**src/rtl/ahb3lite_pkg.sv**
```systemverilog
// Shared AHB3-Lite encodings used across the interconnect matrix.
package ahb3lite_pkg;
    typedef enum logic [1:0] {
        HTRANS_IDLE   = 2'b00,
        HTRANS_BUSY   = 2'b01,
        HTRANS_NONSEQ = 2'b10,
        HTRANS_SEQ    = 2'b11
    } htrans_e;
endpackage

```
**src/rtl/ahb3lite_interconnect_slave_priority.sv**
```systemverilog
// Highest programmed priority among the currently requesting masters (0 when none request).
module ahb3lite_interconnect_slave_priority #(
    parameter int MASTERS       = 3,
    parameter int PRIORITY_BITS = 2
) (
    input  logic [MASTERS-1:0]                    HSEL,
    input  logic [MASTERS-1:0][PRIORITY_BITS-1:0] mst_priority,
    output logic [PRIORITY_BITS-1:0]              maxprio
);
    always_comb begin
        maxprio = '0;
        for (int i = 0; i < MASTERS; i++) begin
            if (HSEL[i] && (mst_priority[i] > maxprio))
                maxprio = mst_priority[i];
        end
    end
endmodule

```
**src/rtl/ahb3lite_interconnect_slave_arbiter.sv**
```systemverilog
// Per-slave-port arbiter: priority + round-robin address-phase grant with burst/lock hold,
// plus data-phase owner tracking for response routing.
module ahb3lite_interconnect_slave_arbiter
    import ahb3lite_pkg::*;
#(
    parameter int MASTERS       = 3,
    parameter int PRIORITY_BITS = $clog2(MASTERS + 1),
    parameter int MASTER_BITS   = (MASTERS > 1) ? $clog2(MASTERS) : 1
) (
    input  logic                                  HCLK,
    input  logic                                  HRESET,
    input  logic [MASTERS-1:0]                    mst_HSEL,
    input  logic [MASTERS-1:0][1:0]               mst_HTRANS,
    input  logic [MASTERS-1:0]                    mst_HMASTLOCK,
    input  logic [MASTERS-1:0][PRIORITY_BITS-1:0] mst_priority,
    input  logic                                  slv_HREADY,
    output logic [MASTERS-1:0]                    grant_o,
    output logic [MASTER_BITS-1:0]                addr_owner_o,
    output logic [MASTER_BITS-1:0]                data_owner_o,
    output logic                                  data_valid_o
);
    typedef enum logic [1:0] {ST_IDLE, ST_GRANTED, ST_BURST, ST_LOCKED} arb_state_e;

    arb_state_e               state, state_n;
    logic [MASTER_BITS-1:0]   rr_ptr, rr_n, owner_n;
    logic [MASTERS-1:0]       req, cand, grant_n;
    logic [PRIORITY_BITS-1:0] maxprio;
    logic                     has_owner, own_sel, own_lock, data_valid_n;
    logic [1:0]               own_trans;

    // First candidate strictly after ptr, searching upward with wrap; ptr itself comes last.
    function automatic logic [MASTER_BITS-1:0] rr_pick(input logic [MASTERS-1:0] c,
                                                       input logic [MASTER_BITS-1:0] ptr);
        logic [MASTER_BITS-1:0] pick;
        logic                   found;
        int                     idx;
        pick  = '0;
        found = 1'b0;
        for (int k = 1; k <= MASTERS; k++) begin
            idx = (int'(ptr) + k) % MASTERS;
            if (!found && c[idx]) begin
                pick  = MASTER_BITS'(idx);
                found = 1'b1;
            end
        end
        return pick;
    endfunction

    always_comb begin
        for (int i = 0; i < MASTERS; i++)
            req[i] = mst_HSEL[i] && (mst_HTRANS[i] == HTRANS_NONSEQ);
    end

    ahb3lite_interconnect_slave_priority #(
        .MASTERS       (MASTERS),
        .PRIORITY_BITS (PRIORITY_BITS)
    ) u_priority (
        .HSEL         (req),
        .mst_priority (mst_priority),
        .maxprio      (maxprio)
    );

    always_comb begin
        for (int i = 0; i < MASTERS; i++)
            cand[i] = req[i] && (mst_priority[i] == maxprio);
    end

    assign has_owner = |grant_o;
    assign own_sel   = mst_HSEL[addr_owner_o];
    assign own_trans = mst_HTRANS[addr_owner_o];
    assign own_lock  = mst_HMASTLOCK[addr_owner_o];

    always_comb begin
        state_n      = state;
        grant_n      = grant_o;
        owner_n      = addr_owner_o;
        rr_n         = rr_ptr;
        data_valid_n = has_owner && ((own_trans == HTRANS_NONSEQ) || (own_trans == HTRANS_SEQ));
        if (has_owner && own_sel && own_lock) begin
            state_n = ST_LOCKED;
        end else if (has_owner && own_sel &&
                     ((own_trans == HTRANS_SEQ) || (own_trans == HTRANS_BUSY))) begin
            state_n = ST_BURST;
        end else if (|cand) begin
            // A dropped HSEL mid-burst lands here too and is simply a release.
            owner_n          = rr_pick(cand, rr_ptr);
            grant_n          = '0;
            grant_n[owner_n] = 1'b1;
            rr_n             = owner_n;
            state_n          = ST_GRANTED;
        end else begin
            grant_n = '0;
            owner_n = '0;
            state_n = ST_IDLE;
        end
    end

    always_ff @(posedge HCLK) begin
        if (HRESET) begin
            state        <= ST_IDLE;
            grant_o      <= '0;
            addr_owner_o <= '0;
            data_owner_o <= '0;
            data_valid_o <= 1'b0;
            rr_ptr       <= MASTER_BITS'(MASTERS - 1);
        end else if (slv_HREADY) begin
            state        <= state_n;
            grant_o      <= grant_n;
            addr_owner_o <= owner_n;
            data_owner_o <= addr_owner_o;
            data_valid_o <= data_valid_n;
            rr_ptr       <= rr_n;
        end
    end
endmodule
```
**config.mk**
```make
export PLATFORM = sky130hd
export DESIGN_NAME = ahb3lite_interconnect_slave_arbiter
export DESIGN_NICKNAME = d
export VERILOG_FILES = /design/src/rtl/ahb3lite_pkg.sv /design/src/rtl/ahb3lite_interconnect_slave_priority.sv /design/src/rtl/ahb3lite_interconnect_slave_arbiter.sv
export SDC_FILE = /design/constraint.sdc
export NUM_CORES = 1
export LEC_CHECK = 0
export BUFFER_PORTS_ARGS = -buffer_cell sky130_fd_sc_hd__buf_4
export CORE_MARGIN = 2
export CORE_UTILIZATION = 44
export DETAILED_ROUTE_END_ITERATION = 12
export GPL_ROUTABILITY_DRIVEN = 0
export PLACE_DENSITY = 0.69
export SYNTH_ARGS = -nofsm -noshare
export SYNTH_HDL_FRONTEND = slang
export SYNTH_SLANG_ARGS = --single-unit
export TNS_END_PERCENT = 20
```
**constraint.sdc**
```tcl
create_clock -name HCLK -period 3.25 [get_ports HCLK]
set_input_delay 0.325 -clock HCLK [delete_from_list [all_inputs] [get_ports HCLK]]
set_output_delay 0.325 -clock HCLK [all_outputs]
set_load 0.05 [all_outputs]
```
==> results.toml, run 1 <==
[die]
die_w_um = 51.97
io-pin-count = 29
die-area_mm2 = 0.002700
chipHeight_um = 51.97
std_cell_rows = 17
core_area_mm2 = 0.002191
start_util = 0.4620

[critical_path]
timing.critical_path.depth = 17
cp_slowest_cell = "sky130_fd_sc_hd__a2111o_1"
sort_of_element_at_the_start_of_the_critical_path = "input pin"
max_stage_delay_ps = 440
worstPathBufferInverterCount = 4
worst_r2r_startpoint = "rr_ptr[0]$_SDFFE_PP0P_"
timing_worst_setup_path_type = "input pin to register"
r2r-end = "rr_ptr[1]$_SDFFE_PP1P_"
r2r_cells = 8
crit_path_cell_trace = "buf_6 -> and3b_2 -> nand2_2 -> inv_2 -> ha_4 -> and2_4 -> a211oi_4 -> buf_4 -> o21ai_1 -> ha_1 -> nand2_1 -> o211ai_1 -> buf_4 -> o21ai_1 -> o2111ai_4 -> a2111o_1 -> a21oi_2"
reg2reg_setup_slack_ps = 1230
critPathTopFamily = "compound AO/OA/AOI/OAI gates"
timing.critical_path.required_ps = 3450
path_max_fanout = 6
worstSetupEndpointType = "register"
worstPathArrival_ps = 3390

[detailed_routing]
drt_pass1_iterations = 4
drc = 0
routed_wl_um = 2698
iter_0_drt_violations = 15
drt_wl_cell_um = 13.77
remaining_antenna_violation_count_after_routing = 0
vias = 1098
viasPerCell = 5.602

[synthesis]
synth_top_area_frac = 0.1978
post_synth_num_cell_types = 40
synth_flop_cell = "sky130_fd_sc_hd__dfxtp_1"
post_synthesis_average_cell_area_um2 = 8.098
synth-seq-area-share = 0.1978
netlist_top_cells_area = "sky130_fd_sc_hd__dfxtp_1 20%, sky130_fd_sc_hd__ha_1 7.4%, sky130_fd_sc_hd__mux2i_1 4.9%, sky130_fd_sc_hd__nand2_1 4.8%, sky130_fd_sc_hd__nor2_1 4.8%"
synth_top_area_cell = "sky130_fd_sc_hd__dfxtp_1"
synth-seq-cells = 10
ys_warn_count = 0
synth_edf_count = 0
post_syn_area_mm2 = 0.001012
synth.net_count = 152
async_flop_share = 0
post_synthesis_cell_count = 125

[final_layout]
area.growth.synth_to_final_pct = 44.87
nets = 197
post_route_cells_drive_above_1_share = 0.4226
layout.cells.most_common = "sky130_fd_sc_hd__buf_4"
layout.cells.most_common_list = "39 x sky130_fd_sc_hd__buf_4, 13 x sky130_fd_sc_hd__nor2_1, 10 x sky130_fd_sc_hd__nand2_1, 10 x sky130_fd_sc_hd__dfxtp_1, 7 x sky130_fd_sc_hd__inv_1"
antenna-diode-count = 0

[clock_tree]
cts-root-to-sink-buffers = 2
num_cts_buffers = 3
cts_tree = "built"
cts.htree.levels = 1
cts_root_buffer = "sky130_fd_sc_hd__clkbuf_4"
cts_hold_repair.buffers = 0
insertion_delay_to_the_later_sink_of_the_worst_skew_pair_ps = 270
clock_sink_count = 10
clock_edge_transition_at_the_registers_on_the_reported_setup_and_hold_paths_ps = 60

[min_path]
min_path_cells = 2
min_path_type = "input pin to register"
worst_hold_path.endpoint = "grant_o[1]$_SDFFE_PP0P_"
hold_path.startpoint = "HRESET"

[placed_design]
pre_cts_slack_ps = -185.1
detailedPlacementHpwl_um = 2068
place.port_buffers = 28

[power_and_ir_drop]
worst_ir_drop_on_vdd_mv = 0.2808
leak_pwr_nw = 0.6647
power_mw = 0.3725
cellPowerDensity_mw_per_mm2 = 254.1

[sta]
rsz0062_at_grt = "true"
clock-skew-final_ps = 6.354
layout_setup_ws_ps = 52.70
hold_violations = 0
max_clock_freq_mhz = 312.8
period_share = 0.9838
finalCriticalPeriod_ps = 3197
max_slew_headroom_at_the_worst_pin = 0.6548
report.final.slew_viol_count = 0
worst_slew_pin_slew_ps = 514.4
finalSetupViolations = 0

[global_route]
grt_max_degree = 12
grt_antenna_before_repair = 0
track_usage = 0.2145
grt.overflow.total = 0
grt_first_pass_wirelength_um = 4367
number_of_global_route_vias_before_repair = 1028

[run]
number_of_maximum_capacitance_violations = 0

[status]
status = "finished, final reports clean"
[registers in the layout, indices dropped and copies added, names as in the netlist]
register	count
addr_owner_o	2
grant_o	3
data_owner_o	2
rr_ptr	2
data_valid_o	1
[final cells by class]
cell class | count | area (um2)
inverters | 8 | 30.03
multi-input cells | 105 | 852.1
flip-flops and latches | 10 | 200.2
well taps | 28 | 35.03
fillers | 178 | 724.4
repair buffers | 42 | 326.6
clock buffers | 3 | 22.52
[how the worst max path moves through the flow]
stage                       start                            to  slack, ps
floorplan           mst_HTRANS[1]        rr_ptr[1]$_SDFFE_PP1P_          4
global placement    mst_HTRANS[0]       grant_o[1]$_SDFFE_PP0P_       -100
detailed placement  mst_HTRANS[0]       grant_o[1]$_SDFFE_PP0P_       -190
CTS                 mst_HTRANS[0]  addr_owner_o[0]$_SDFFE_PP0P_         70
global route        mst_HTRANS[0]  addr_owner_o[0]$_SDFFE_PP0P_       -140
finish              mst_HTRANS[0]  addr_owner_o[0]$_SDFFE_PP0P_         50
[report_power, final]
| group | internal, mW | switching, mW |
|---|---|---|
| sequential | 0.127 | 0.00485 |
| clock | 0.0427 | 0.0405 |
| combinational | 0.0733 | 0.0837 |
| total | 0.243 | 0.129 |
[metrics by stage]
stage                       util  cell area (um2)  std cells  TNS (ps)  hold WS (ps)
after floorplan                -             1012        125         0         430.4
after global routing      0.6693             1466        196    -615.0         318.8
final                     0.6693             1466        196         0         305.9
after global placement    0.6065             1329        190    -476.1         460.4
after detailed placement  0.6065             1329        190     -1168         467.6
after CTS                 0.6168             1351        193         0         307.0
[worst reg2reg max path, stage by stage, from the launching register on]
cell and delay, ps:
sky130_fd_sc_hd__dfxtp_1 350, sky130_fd_sc_hd__inv_1 60, sky130_fd_sc_hd__ha_1 340, sky130_fd_sc_hd__or3_2 510
sky130_fd_sc_hd__nand2_1 80, sky130_fd_sc_hd__a31oi_1 40, sky130_fd_sc_hd__o21ai_0 120, sky130_fd_sc_hd__a211oi_1 120
sky130_fd_sc_hd__a221o_1 300
[metal layers]
metal  track usage  vias up  wire [um]
li1              -      561          -
met1        0.2782      501       1206
met2        0.3502       36       1293
met3       0.08333        0        198
met4       0.01316        0          0
met5             0        -          0
[cell usage after synthesis (2+ instances only)]
library cell	count
sky130_fd_sc_hd__xor2_1	3
sky130_fd_sc_hd__dfxtp_1	10
sky130_fd_sc_hd__a31oi_1	3
sky130_fd_sc_hd__inv_1	8
sky130_fd_sc_hd__a21oi_1	9
sky130_fd_sc_hd__xnor2_1	3
sky130_fd_sc_hd__o311ai_0	2
sky130_fd_sc_hd__a2111o_1	4
sky130_fd_sc_hd__o2111ai_1	2
sky130_fd_sc_hd__nor2_1	13
sky130_fd_sc_hd__nand2_1	13
sky130_fd_sc_hd__o21ai_0	8
sky130_fd_sc_hd__nor3_1	2
sky130_fd_sc_hd__nand2b_1	2
sky130_fd_sc_hd__and2_4	3
sky130_fd_sc_hd__o21ai_1	3
sky130_fd_sc_hd__ha_1	6
sky130_fd_sc_hd__a311oi_1	2
sky130_fd_sc_hd__o211ai_1	2
sky130_fd_sc_hd__and3b_1	2
sky130_fd_sc_hd__a211oi_1	2
sky130_fd_sc_hd__mux2i_1	5
[kinds of logic after synthesis]
group	after synthesis	synth area share
and+or+nand+nor	45	0.2720
AOI/OAI and AO/OA	43	0.3140
buffers and inverters	10	0.04079
DFF	10	0.1978
xor gates and xnor gates	6	0.05193
adders and majority gates	6	0.07416
muxes	5	0.04945
[repair_timing]
action | CTS | global route
setup buffers | 0 | 3
endpoints found under the setup margin | 0 | 7
gates resized for setup | 0 | 20
No activity file was read; power rests on OpenSTA's default activity.
==> run 2, diff against run 1 <==
CORE_UTILIZATION = 46   (was 44)
PLACE_DENSITY = 0.72   (was 0.69)
==> run 2 against run 1 <==
Compared with the run above: the run now ends with negative setup slack left; global-route usage barely moved; hold slack got worse by 4.0 ps; cell area rose by 1.3%; clock skew shrank 5.8 ps; largest power group unchanged; utilization increased by 6.5 points.
==> results.toml, run 2 (synthesis results as in run 1) <==
[die]
core_area_mm2 = 0.002022
std_cell_rows = 16
die-area_mm2 = 0.002592
chipHeight_um = 50.91
start_util = 0.5006
io-pin-count = 29
die_w_um = 50.91

[sta]
rsz0062_at_grt = "true"
total_negative_setup_slack_ps = -759.3
finalSetupViolations = 7
finalCriticalPeriod_ps = 3427
max_slew_headroom_at_the_worst_pin = 0.6687
final_layout_worst_hold_slack_ps = 302.0
clock-skew-final_ps = 0.5795
period_share = 1.054
worst_slew_pin_slew_ps = 493.6
layout_setup_ws_ps = -176.6
max_clock_freq_mhz = 291.8
hold_violations = 0
report.final.slew_viol_count = 0

[final_layout]
multiInputGateArea_um2 = 843.3
antenna-diode-count = 0
post_route_cells_drive_above_1_share = 0.4327
n_fill_cell = 173
final-instance-count-excl-fill = 198
nets = 199
layout.cells.most_common = "sky130_fd_sc_hd__buf_4"
stdcell_area_mm2 = 0.001485
registers.top_by_ff_count = "grant_o"
layout.cells.most_common_list = "41 x sky130_fd_sc_hd__buf_4, 12 x sky130_fd_sc_hd__nor2_1, 11 x sky130_fd_sc_hd__nand2_1"
post-route-util = 0.7345
layout.area.seq_um2 = 200.2
area.growth.synth_to_final_pct = 46.72
largest_register_ff_count = 3

[status]
status = "finished with violations"
failed_checks = "negative setup slack"

[clock_tree]
cts-root-to-sink-buffers = 2
cts_root_buffer = "sky130_fd_sc_hd__clkbuf_4"
num_cts_buffers = 3
clock_sink_count = 10
insertion_delay_to_the_later_sink_of_the_worst_skew_pair_ps = 260
cts_tree = "built"
clock_edge_transition_at_the_registers_on_the_reported_setup_and_hold_paths_ps = 70
cts.htree.levels = 1

[detailed_routing]
vias = 1130
viasPerCell = 5.707
drt_wl_cell_um = 14.57
drc = 0
routed_wl_um = 2884
drt_pass1_iterations = 4
remaining_antenna_violation_count_after_routing = 0
iter_0_drt_violations = 20

[placed_design]
detailedPlacementHpwl_um = 2103
place.port_buffers = 28
place_inst = 189
pre_cts_slack_ps = -261.9
post_dp_cell_area_mm2 = 0.001328

[min_path]
min_path_type = "input pin to register"
min_path_cells = 2
hold_path.startpoint = "HRESET"

[critical_path]
path_max_fanout = 4
worstSetupEndpointType = "register"
r2r_cells = 8
critPathTopFamily = "compound AO/OA/AOI/OAI gates"
worstPathBufferInverterCount = 2
worst_setup_path_startpoint = "mst_HTRANS[0]"
worstPathArrival_ps = 3580
crit_path_cell_trace = "buf_6 -> and3b_2 -> nand2_2 -> inv_2 -> ha_4 -> and2_4 -> a211oi_4 -> nor2_2 -> a21oi_2 -> ha_1 -> nor2b_4 -> o211ai_1 -> o21ai_1 -> a31oi_2 -> a311oi_2 -> nand2b_4 -> a221o_1"
timing.critical_path.required_ps = 3400
max_stage_delay_ps = 380
worst_r2r_startpoint = "rr_ptr[0]$_SDFFE_PP0P_"
sort_of_element_at_the_start_of_the_critical_path = "input pin"
cp_slowest_cell = "sky130_fd_sc_hd__o211ai_1"
timing_worst_setup_path_type = "input pin to register"
timing.critical_path.depth = 17

[power_and_ir_drop]
leak_pwr_nw = 0.6802
worst_ir_drop_on_vdd_mv = 0.2974
cellPowerDensity_mw_per_mm2 = 271.5
power_mw = 0.4032

[global_route]
grt_max_degree = 12
number_of_global_route_vias_before_repair = 987
track_usage = 0.2149
grt_antenna_before_repair = 0
grt.overflow.total = 0
grt_first_pass_wirelength_um = 4291

[run]
number_of_maximum_capacitance_violations = 0
run 2: report_power, final:
group | internal (mW) | switching [mW]
Clock | 0.0680 | 0.0437
Sequential | 0.127 | 0.00470
Combinational | 0.0743 | 0.0851
run 2: final cells by class:
cell class,instances,share of cell area
timing repair buffer,44,0.2300
sequential,10,0.1348
clock buffer,4,0.02443
tap,27,0.02275
multi-input combinational,105,0.5678
inverter,8,0.02022
run 2: repair_timing:
item,CTS,global route
hold buffers,0,0
setup buffers,0,5
resized for setup,0,19
endpoints found under the setup margin,0,7
run 2: layer usage:
layer	part of all wire	wire length, um	global-route usage
met5	0	0	0
met4	0.0035	10	0.03604
met3	0.049	140	0.05263
met2	0.52	1512	0.3723
met1	0.42	1220	0.2716
run 2: path summary, 6_finish.rpt:
| check | slack (ps) | endpoint |
|---|---|---|
| worst max register to register | 1210 | rr_ptr[1]$_SDFFE_PP1P_ |
| worst min register to register | 480 | grant_o[2]$_SDFFE_PP0P_ |
| worst min-delay path | 300 | addr_owner_o[0]$_SDFFE_PP0P_ |
| worst max-delay path | -180 | rr_ptr[1]$_SDFFE_PP1P_ |
run 2: worst reg2reg max path, stage by stage, from the launching register on:
cell and delay, ps:
sky130_fd_sc_hd__dfxtp_1 350, sky130_fd_sc_hd__inv_1 50, sky130_fd_sc_hd__ha_1 340, sky130_fd_sc_hd__or3_2 490
sky130_fd_sc_hd__nand2_1 80, sky130_fd_sc_hd__a31oi_1 40, sky130_fd_sc_hd__o21ai_0 120, sky130_fd_sc_hd__a211oi_1 130
sky130_fd_sc_hd__a221o_1 320
